**src/rtl/element_scheduler_pkg.sv**
```systemverilog
// element_scheduler_pkg
//   Shared definitions for the element scheduler: FSM state encoding,
//   element-unit operation/precision field widths and the default credit
//   depth (maximum issued-but-uncompleted rows).
package element_scheduler_pkg;

    localparam int OP_W                = 4;
    localparam int PREC_W              = 6;
    localparam int MAX_OUTSTANDING_DEF = 4;

    typedef enum logic [1:0] {
        ST_IDLE  = 2'd0,
        ST_ISSUE = 2'd1,
        ST_DRAIN = 2'd2,
        ST_DONE  = 2'd3
    } sched_state_e;

endpackage

```
**src/rtl/element_sched_credit.sv**
```systemverilog
// element_sched_credit
//   Outstanding-row counter. Counts rows issued to the element unit that
//   have not yet reported completion.
//   Ports:
//     clk, rst      clock, synchronous active-high reset
//     inc_i         a row was issued this cycle
//     dec_i         the element unit completed a row this cycle
//     count_o       current outstanding count
//     avail_o       a credit is free (count_o < MAX_OUTSTANDING)
//     underflow_o   completion seen while nothing was outstanding (count
//                   holds at zero in that case)
module element_sched_credit
    import element_scheduler_pkg::*;
#(
    parameter int MAX_OUTSTANDING = MAX_OUTSTANDING_DEF,
    parameter int CNT_W           = $clog2(MAX_OUTSTANDING) + 1
) (
    input  logic             clk,
    input  logic             rst,
    input  logic             inc_i,
    input  logic             dec_i,
    output logic [CNT_W-1:0] count_o,
    output logic             avail_o,
    output logic             underflow_o
);

    logic [CNT_W-1:0] count_q, count_d;

    // Issue and completion in the same cycle cancel out, including at zero.
    always_comb begin
        count_d     = count_q;
        underflow_o = 1'b0;
        if (inc_i && !dec_i) begin
            count_d = count_q + CNT_W'(1);
        end else if (dec_i && !inc_i) begin
            if (count_q == '0) begin
                underflow_o = 1'b1;
            end else begin
                count_d = count_q - CNT_W'(1);
            end
        end
    end

    always_ff @(posedge clk) begin
        if (rst) begin
            count_q <= '0;
        end else begin
            count_q <= count_d;
        end
    end

    assign count_o = count_q;
    assign avail_o = (count_q < CNT_W'(MAX_OUTSTANDING));

endmodule

```
**src/rtl/element_scheduler.sv**
```systemverilog
// element_scheduler
//   Walks a job of consecutive psum-buffer rows, issuing one row-read request
//   per cycle to the psum buffer / element unit while credits allow, then
//   waits for all rows to complete and pulses done.
//   Ports:
//     clk, rst                 clock, synchronous active-high reset
//     cfg_valid / cfg_ready    job descriptor handshake (ready only in IDLE)
//     cfg_base_addr            first row; cfg_num_rows row count
//     cfg_op, cfg_in_prec, cfg_out_prec   element-unit settings for the job
//     rd_valid / rd_ready / rd_addr       row-read request
//     eu_operation, eu_input_precision, eu_output_precision  latched settings
//     eu_row_done              one-cycle pulse per completed row
//     busy, done (pulse), err (sticky until next accept)
//     dbg_state                current FSM state
//   Optional feature (macro ELEMENT_SCHED_PERF_CNT_EN): perf_busy_cycles and
//   perf_stall_cycles saturating counters, cleared on reset and job accept.
//
//   Handshake rule: a transfer happens on a rising edge where valid and ready
//   are both 1; valid never depends on ready, and rd_addr is held while
//   rd_valid is 1 and rd_ready is 0.
module element_scheduler
    import element_scheduler_pkg::*;
#(
    parameter int ADDR_W          = 8,
    parameter int MAX_OUTSTANDING = MAX_OUTSTANDING_DEF
) (
    input  logic              clk,
    input  logic              rst,
    input  logic              cfg_valid,
    output logic              cfg_ready,
    input  logic [ADDR_W-1:0] cfg_base_addr,
    input  logic [ADDR_W:0]   cfg_num_rows,
    input  logic [3:0]        cfg_op,
    input  logic [5:0]        cfg_in_prec,
    input  logic [5:0]        cfg_out_prec,
    output logic              rd_valid,
    input  logic              rd_ready,
    output logic [ADDR_W-1:0] rd_addr,
    output logic [3:0]        eu_operation,
    output logic [5:0]        eu_input_precision,
    output logic [5:0]        eu_output_precision,
    input  logic              eu_row_done,
    output logic              busy,
    output logic              done,
    output logic              err,
    output logic [1:0]        dbg_state
`ifdef ELEMENT_SCHED_PERF_CNT_EN
    ,
    output logic [31:0]       perf_busy_cycles,
    output logic [31:0]       perf_stall_cycles
`endif
);

    // Largest legal job: every row of the buffer exactly once.
    localparam logic [ADDR_W:0] ROWS_MAX = {1'b1, {ADDR_W{1'b0}}};
    localparam int CNT_W = $clog2(MAX_OUTSTANDING) + 1;

    sched_state_e      state_q, state_d;
    logic [ADDR_W-1:0] addr_q, addr_d;
    logic [ADDR_W:0]   issued_q, issued_d;
    logic [ADDR_W:0]   rows_q, rows_d;
    logic [OP_W-1:0]   op_q, op_d;
    logic [PREC_W-1:0] in_prec_q, in_prec_d;
    logic [PREC_W-1:0] out_prec_q, out_prec_d;
    logic              err_q, err_d;

    logic              cfg_accept;
    logic              rd_fire;
    logic              credit_avail;
    logic              credit_underflow;
    logic [CNT_W-1:0]  credit_count;

    element_sched_credit #(
        .MAX_OUTSTANDING (MAX_OUTSTANDING),
        .CNT_W           (CNT_W)
    ) u_credit (
        .clk         (clk),
        .rst         (rst),
        .inc_i       (rd_fire),
        .dec_i       (eu_row_done),
        .count_o     (credit_count),
        .avail_o     (credit_avail),
        .underflow_o (credit_underflow)
    );

    assign cfg_accept = cfg_valid && (state_q == ST_IDLE);
    assign rd_fire    = rd_valid && rd_ready;

    always_comb begin
        state_d    = state_q;
        addr_d     = addr_q;
        issued_d   = issued_q;
        rows_d     = rows_q;
        op_d       = op_q;
        in_prec_d  = in_prec_q;
        out_prec_d = out_prec_q;
        err_d      = err_q;

        case (state_q)
            ST_IDLE: begin
                if (cfg_accept) begin
                    addr_d     = cfg_base_addr;
                    issued_d   = '0;
                    op_d       = cfg_op;
                    in_prec_d  = cfg_in_prec;
                    out_prec_d = cfg_out_prec;
                    if (cfg_num_rows == '0) begin
                        // Empty job: nothing to issue, report completion at once.
                        rows_d  = '0;
                        state_d = ST_DONE;
                    end else begin
                        rows_d  = (cfg_num_rows > ROWS_MAX) ? ROWS_MAX : cfg_num_rows;
                        state_d = ST_ISSUE;
                    end
                end
            end
            ST_ISSUE: begin
                if (rd_fire) begin
                    addr_d   = addr_q + ADDR_W'(1);
                    issued_d = issued_q + (ADDR_W + 1)'(1);
                    if (issued_d == rows_q) begin
                        state_d = ST_DRAIN;
                    end
                end
            end
            ST_DRAIN: begin
                if (credit_count == '0) begin
                    state_d = ST_DONE;
                end
            end
            ST_DONE: begin
                state_d = ST_IDLE;
            end
            default: begin
                state_d = ST_IDLE;
            end
        endcase

        // Accept clears err unless the new descriptor is itself bad; a stray
        // completion sets it regardless.
        if (cfg_accept) begin
            err_d = (cfg_num_rows == '0) || (cfg_num_rows > ROWS_MAX);
        end
        if (credit_underflow) begin
            err_d = 1'b1;
        end
    end

    always_ff @(posedge clk) begin
        if (rst) begin
            state_q    <= ST_IDLE;
            addr_q     <= '0;
            issued_q   <= '0;
            rows_q     <= '0;
            op_q       <= '0;
            in_prec_q  <= '0;
            out_prec_q <= '0;
            err_q      <= 1'b0;
        end else begin
            state_q    <= state_d;
            addr_q     <= addr_d;
            issued_q   <= issued_d;
            rows_q     <= rows_d;
            op_q       <= op_d;
            in_prec_q  <= in_prec_d;
            out_prec_q <= out_prec_d;
            err_q      <= err_d;
        end
    end

    assign cfg_ready           = (state_q == ST_IDLE);
    assign rd_valid            = (state_q == ST_ISSUE) && credit_avail;
    assign rd_addr             = addr_q;
    assign eu_operation        = op_q;
    assign eu_input_precision  = in_prec_q;
    assign eu_output_precision = out_prec_q;
    assign busy                = (state_q != ST_IDLE);
    assign done                = (state_q == ST_DONE);
    assign err                 = err_q;
    assign dbg_state           = state_q;

`ifdef ELEMENT_SCHED_PERF_CNT_EN
    logic [31:0] perf_busy_q, perf_busy_d;
    logic [31:0] perf_stall_q, perf_stall_d;

    always_comb begin
        perf_busy_d  = perf_busy_q;
        perf_stall_d = perf_stall_q;
        if (cfg_accept) begin
            perf_busy_d  = '0;
            perf_stall_d = '0;
        end else begin
            if (busy && (perf_busy_q != '1)) begin
                perf_busy_d = perf_busy_q + 32'd1;
            end
            if (rd_valid && !rd_ready && (perf_stall_q != '1)) begin
                perf_stall_d = perf_stall_q + 32'd1;
            end
        end
    end

    always_ff @(posedge clk) begin
        if (rst) begin
            perf_busy_q  <= '0;
            perf_stall_q <= '0;
        end else begin
            perf_busy_q  <= perf_busy_d;
            perf_stall_q <= perf_stall_d;
        end
    end

    assign perf_busy_cycles  = perf_busy_q;
    assign perf_stall_cycles = perf_stall_q;
`endif

endmodule
```
**config.mk**
```make
export PLATFORM = sky130hd
export DESIGN_NAME = element_scheduler
export DESIGN_NICKNAME = d
export VERILOG_FILES = /design/src/rtl/element_scheduler_pkg.sv /design/src/rtl/element_sched_credit.sv /design/src/rtl/element_scheduler.sv
export SDC_FILE = /design/constraint.sdc
export NUM_CORES = 1
export LEC_CHECK = 0
export ABC_AREA = 1
export BUFFER_PORTS_ARGS = -buffer_cell sky130_fd_sc_hd__clkbuf_2
export CAP_MARGIN = 40
export CORE_MARGIN = 5
export CORE_UTILIZATION = 56
export DETAILED_ROUTE_END_ITERATION = 6
export PLACE_DENSITY = 0.85
export SLEW_MARGIN = 30
export SYNTH_ARGS = -nofsm -noshare
export SYNTH_HDL_FRONTEND = slang
export SYNTH_SLANG_ARGS = --single-unit
```
**constraint.sdc**
```tcl
create_clock -name clk -period 3.9 [get_ports clk]
set_input_delay 0 -clock clk [delete_from_list [all_inputs] [get_ports clk]]
set_output_delay 0 -clock clk [all_outputs]
set_load 0.02 [all_outputs]
```
==> out/summary.txt <==
CLOCK TREE
--------------------------------------------------------------------------------------
CTS Buf Count ...........................................................            5
TritonCTS sink count ....................................................           48
Clock slew seen by the registers of the worst setup and hold paths ......      0.09 ns
Count of hold buffers inserted by post-cts repair .......................           25
Cells resized by post-CTS repair ........................................            0
Number of buffers on the longest clock path .............................            2
Cell at the root of the clock tree ...................................... sky130_fd_sc_hd__clkbuf_8
Clock insertion delay at the later pin of the skew report ...............      0.30 ns
Number of H-tree branching levels .......................................            2
TritonCTS clock tree ....................................................         done
Setup bufs post-CTS .....................................................            0

SYNTHESIS
--------------------------------------------------------------------------------------
Number of warnings issued by yosys ......................................            0
Net count after synthesis ...............................................          413
Cell with the most instances after synthesis ............................ sky130_fd_sc_hd__nand2_1
#FFs+latches synth ......................................................           48
Gate count of the mapped netlist ........................................          364
Area contributors post-synth ............................................ sky130_fd_sc_hd__dfxtp_1 (38%), sky130_fd_sc_hd__nand2_1 (12%), sky130_fd_sc_hd__nor2_1 (8.4%), sky130_fd_sc_hd__o21ai_0 (5.6%), sky130_fd_sc_hd__a21oi_1 (5.4%)
Area share of the largest cell type after synthesis .....................       38.50%
Yosys top cell by area .................................................. sky130_fd_sc_hd__dfxtp_1
Number of distinct standard cells referenced by the synthesized netlist .           32
Number of flops mapped to enable cells by yosys .........................            0
Flip-flop cell with the highest count after synthesis ................... sky130_fd_sc_hd__dfxtp_1
Mean post-synth cell area ...............................................   6.858 um^2
Sequential fraction of the synthesis area ...............................       38.50%
Most used standard cells in the synthesized netlist ..................... sky130_fd_sc_hd__nand2_1 (82), sky130_fd_sc_hd__nor2_1 (56), sky130_fd_sc_hd__dfxtp_1 (48)
Asr flop ratio synth ....................................................           0%
Synthesized cell area ...................................................    2496 um^2

TIMING
--------------------------------------------------------------------------------------
Fin. Hold Viols .........................................................            0
Final Slew Violations ...................................................            0
Tightest Pin Transition .................................................    0.6279 ns
Maximum achievable frequency ............................................    380.5 MHz
Period Utilization, post-route ..........................................       67.38%
Clock tree skew after final layout ......................................  0.007611 ns
Worst slew margin .......................................................       58.09%
Unrepaired setup endpoints after global routing .........................        false
Final total negative setup slack ........................................         0 ns
Crit path time final ....................................................     2.628 ns
Total setup violations reported at the end of the flow ..................            0

POWER
--------------------------------------------------------------------------------------
Switching power .........................................................  0.0008300 W
Internal power component ................................................   0.001106 W
Combinational power share ...............................................        43.7%
Leakage power of the design .............................................     1.468 nW
Power density over cell area ............................................ 602.2 nW/um^2
Proportion of power drawn by the clock network ..........................        18.5%
Sequential Power Share ..................................................        37.8%
Net switching share of the total power ..................................       42.86%
Worst VDD drop ..........................................................    0.4267 mV

ROUTE
--------------------------------------------------------------------------------------
Drt first-iter violations ...............................................          165
First-pass iteration count of the detailed router .......................            4
Vias/cell ...............................................................        5.265
# DRC ...................................................................            0
Count of vias placed by the detailed router .............................         2659
Antenna-violating nets left .............................................            0
Post-Route WL ...........................................................      6515 um
Average wire per standard cell ..........................................     12.90 um

SETUP PATH
--------------------------------------------------------------------------------------
Critical path launch point type .........................................    flip-flop
Critical register-to-register path startpoint ........................... dbg_state[1]
Signal arrival time at the worst endpoint ...............................      2.83 ns
Crit Reg-Reg Endpoint ................................................... u_credit.count_o[2]
Biggest fanout along the worst timing path ..............................           14
Critical path capture point ............................................. u_credit.count_o[2]
Worst R2R Setup Slack ...................................................      1.27 ns
Logic depth of the worst register-to-register path ......................           13
Crit Path Class .........................................................      reg2reg
Worst setup EP type .....................................................    flip-flop
Worst setup startpoint .................................................. dbg_state[1]
Critical path required time .............................................      4.10 ns

HOLD PATH
--------------------------------------------------------------------------------------
Hold/Removal Path Class .................................................       in2reg

FLOORPLAN
--------------------------------------------------------------------------------------
Overall die area ........................................................    5893 um^2
Boundary Pins ...........................................................           69
Die height ..............................................................     76.77 um
Core Region .............................................................    4354 um^2
Starting utilization of the core area ...................................       57.33%
Floorplan row count .....................................................           24
Die boundary width ......................................................     76.77 um

GRT
--------------------------------------------------------------------------------------
Routing layer with the top usage in global route ........................         met2
Global routing usage on met2 ............................................       37.01%
First-pass GRT wire length ..............................................     11010 um
Pin count of the biggest net entering global routing ....................           30
Initial antenna violation count .........................................            0
GRT overflow ............................................................            0
Met1 Resource Use GR ....................................................       27.17%
Overall fraction of global-route tracks in use ..........................       22.12%
GR met3 Demand/Resource .................................................       5.738%
Via count of the first global-routing pass ..............................         2555

RUN
--------------------------------------------------------------------------------------
Number of max-capacitance violations reported ...........................            0

FINISH
--------------------------------------------------------------------------------------
Share of post-route cells with drive strength above 1 ...................       19.87%
Net count, final ........................................................          501
Area growth from synthesis to final layout ..............................       28.82%
Post-layout util ........................................................       73.85%
Antenna diodes ..........................................................            0

PLACED DESIGN
--------------------------------------------------------------------------------------
Routability Congestion ..................................................       0.8345
Post-detailed-placement half-perimeter wirelength .......................      4350 um
Count of input and output buffers .......................................           68

OUTCOME
--------------------------------------------------------------------------------------
Result of the run ....................................................... complete, no violations

[cells in the final DEF, fill, tap and decap left out, types with 2 or more instances in the layout]
cell type and count:
sky130_fd_sc_hd__nor3_1 2, sky130_fd_sc_hd__nand2_1 82, sky130_fd_sc_hd__nor2_4 3, sky130_fd_sc_hd__ha_1 10, sky130_fd_sc_hd__nand3b_1 4, sky130_fd_sc_hd__nor2_1 56, sky130_fd_sc_hd__clkbuf_8 5, sky130_fd_sc_hd__xor2_1 2
sky130_fd_sc_hd__nor4_1 2, sky130_fd_sc_hd__o211ai_1 2, sky130_fd_sc_hd__o21ai_0 28, sky130_fd_sc_hd__inv_1 35, sky130_fd_sc_hd__nand2_2 5, sky130_fd_sc_hd__o21ai_1 2, sky130_fd_sc_hd__nand3_1 25, sky130_fd_sc_hd__a21oi_1 27
sky130_fd_sc_hd__a211oi_1 6, sky130_fd_sc_hd__dlygate4sd3_1 25, sky130_fd_sc_hd__clkbuf_2 68, sky130_fd_sc_hd__inv_2 2, sky130_fd_sc_hd__dfxtp_1 48
[state kept, by name, summed over array words and instances, names as in the netlist]
| signal | flops |
|---|---|
| dbg_state | 2 |
| eu_operation | 4 |
| rd_addr | 8 |
| err | 1 |
| eu_input_precision | 6 |
| eu_output_precision | 6 |
| u_credit.count_o | 3 |
| issued_q | 9 |
| rows_q | 9 |
[metrics by stage]
stage                     worst slack, ns  hold slack (ns)  power [W]  cell area [um^2]  std cells
after floorplan                     1.659          0.07755   0.001321              2496        364
after global placement              1.428           0.2482   0.001522              2839        471
after detailed placement            1.275           0.2542   0.001550              2839        471
after CTS                           1.262          0.01586   0.001928              3201        504
after global routing                1.000          0.06668   0.002077              3216        505
final                               1.272          0.02533   0.001936              3216        505
[power groups by stage]
stage / Sequential (W) / Combinational (W) / Clock, W
global route: 0.000750 / 0.000944 / 0.000383
finish: 0.000731 / 0.000847 / 0.000358
floorplan: 0.000839 / 0.000483 / 0
detailed placement: 0.000736 / 0.000814 / 0
global placement: 0.000732 / 0.000790 / 0
CTS: 0.000727 / 0.000836 / 0.000364
[worst max-delay path, cell delays in order (launching register included)]
cell and delay, ns:
sky130_fd_sc_hd__dfxtp_1 0.34, sky130_fd_sc_hd__inv_1 0.11, sky130_fd_sc_hd__ha_1 0.46, sky130_fd_sc_hd__inv_2 0.20, sky130_fd_sc_hd__nor2_4 0.13, sky130_fd_sc_hd__nand2_2 0.10
sky130_fd_sc_hd__inv_1 0.08, sky130_fd_sc_hd__ha_1 0.19, sky130_fd_sc_hd__inv_1 0.09, sky130_fd_sc_hd__fa_1 0.39, sky130_fd_sc_hd__xnor2_1 0.15, sky130_fd_sc_hd__nand2_1 0.08
sky130_fd_sc_hd__o21ai_0 0.14, sky130_fd_sc_hd__a21oi_1 0.06
[worst min path at each step]
stage	cells after the start	to	slack, ns	from
after detailed placement	3	rd_addr[0]	0.25	cfg_base_addr[0]
after global placement	3	eu_input_precision[2]	0.25	cfg_in_prec[2]
after CTS	3	rd_addr[4]	0.02	cfg_base_addr[4]
final	3	rd_addr[4]	0.03	cfg_base_addr[4]
after floorplan	1	rd_addr[5]	0.08	rst
after global routing	3	rd_addr[4]	0.07	cfg_base_addr[4]
[logic make-up after synthesis]
family	share of synthesized area [%]
AO/OA/AOI/OAI	15.19
XOR/XNOR	1.053
adder cells (fa/ha/maj)	5.815
buffers and inverters	8.221
flip-flops	38.50
AND/OR/NAND/NOR	31.23
[area by class of cell]
class | count | area, um^2
clock buffer | 5 | 68.82
inverter | 38 | 142.6
sequential | 48 | 960.9
fill | 327 | 1139
multi-input combinational | 265 | 1330
timing repair buffer | 94 | 605.6
clock inverter | 3 | 42.54
tap | 52 | 65.06
[routing by layer]
layer	wire length, um	vias up
li1	-	1354
met1	2804	1194
met2	3141	97
met3	458	14
met4	110	0
met5	0	-
No activity file was read; power rests on OpenSTA's default activity.
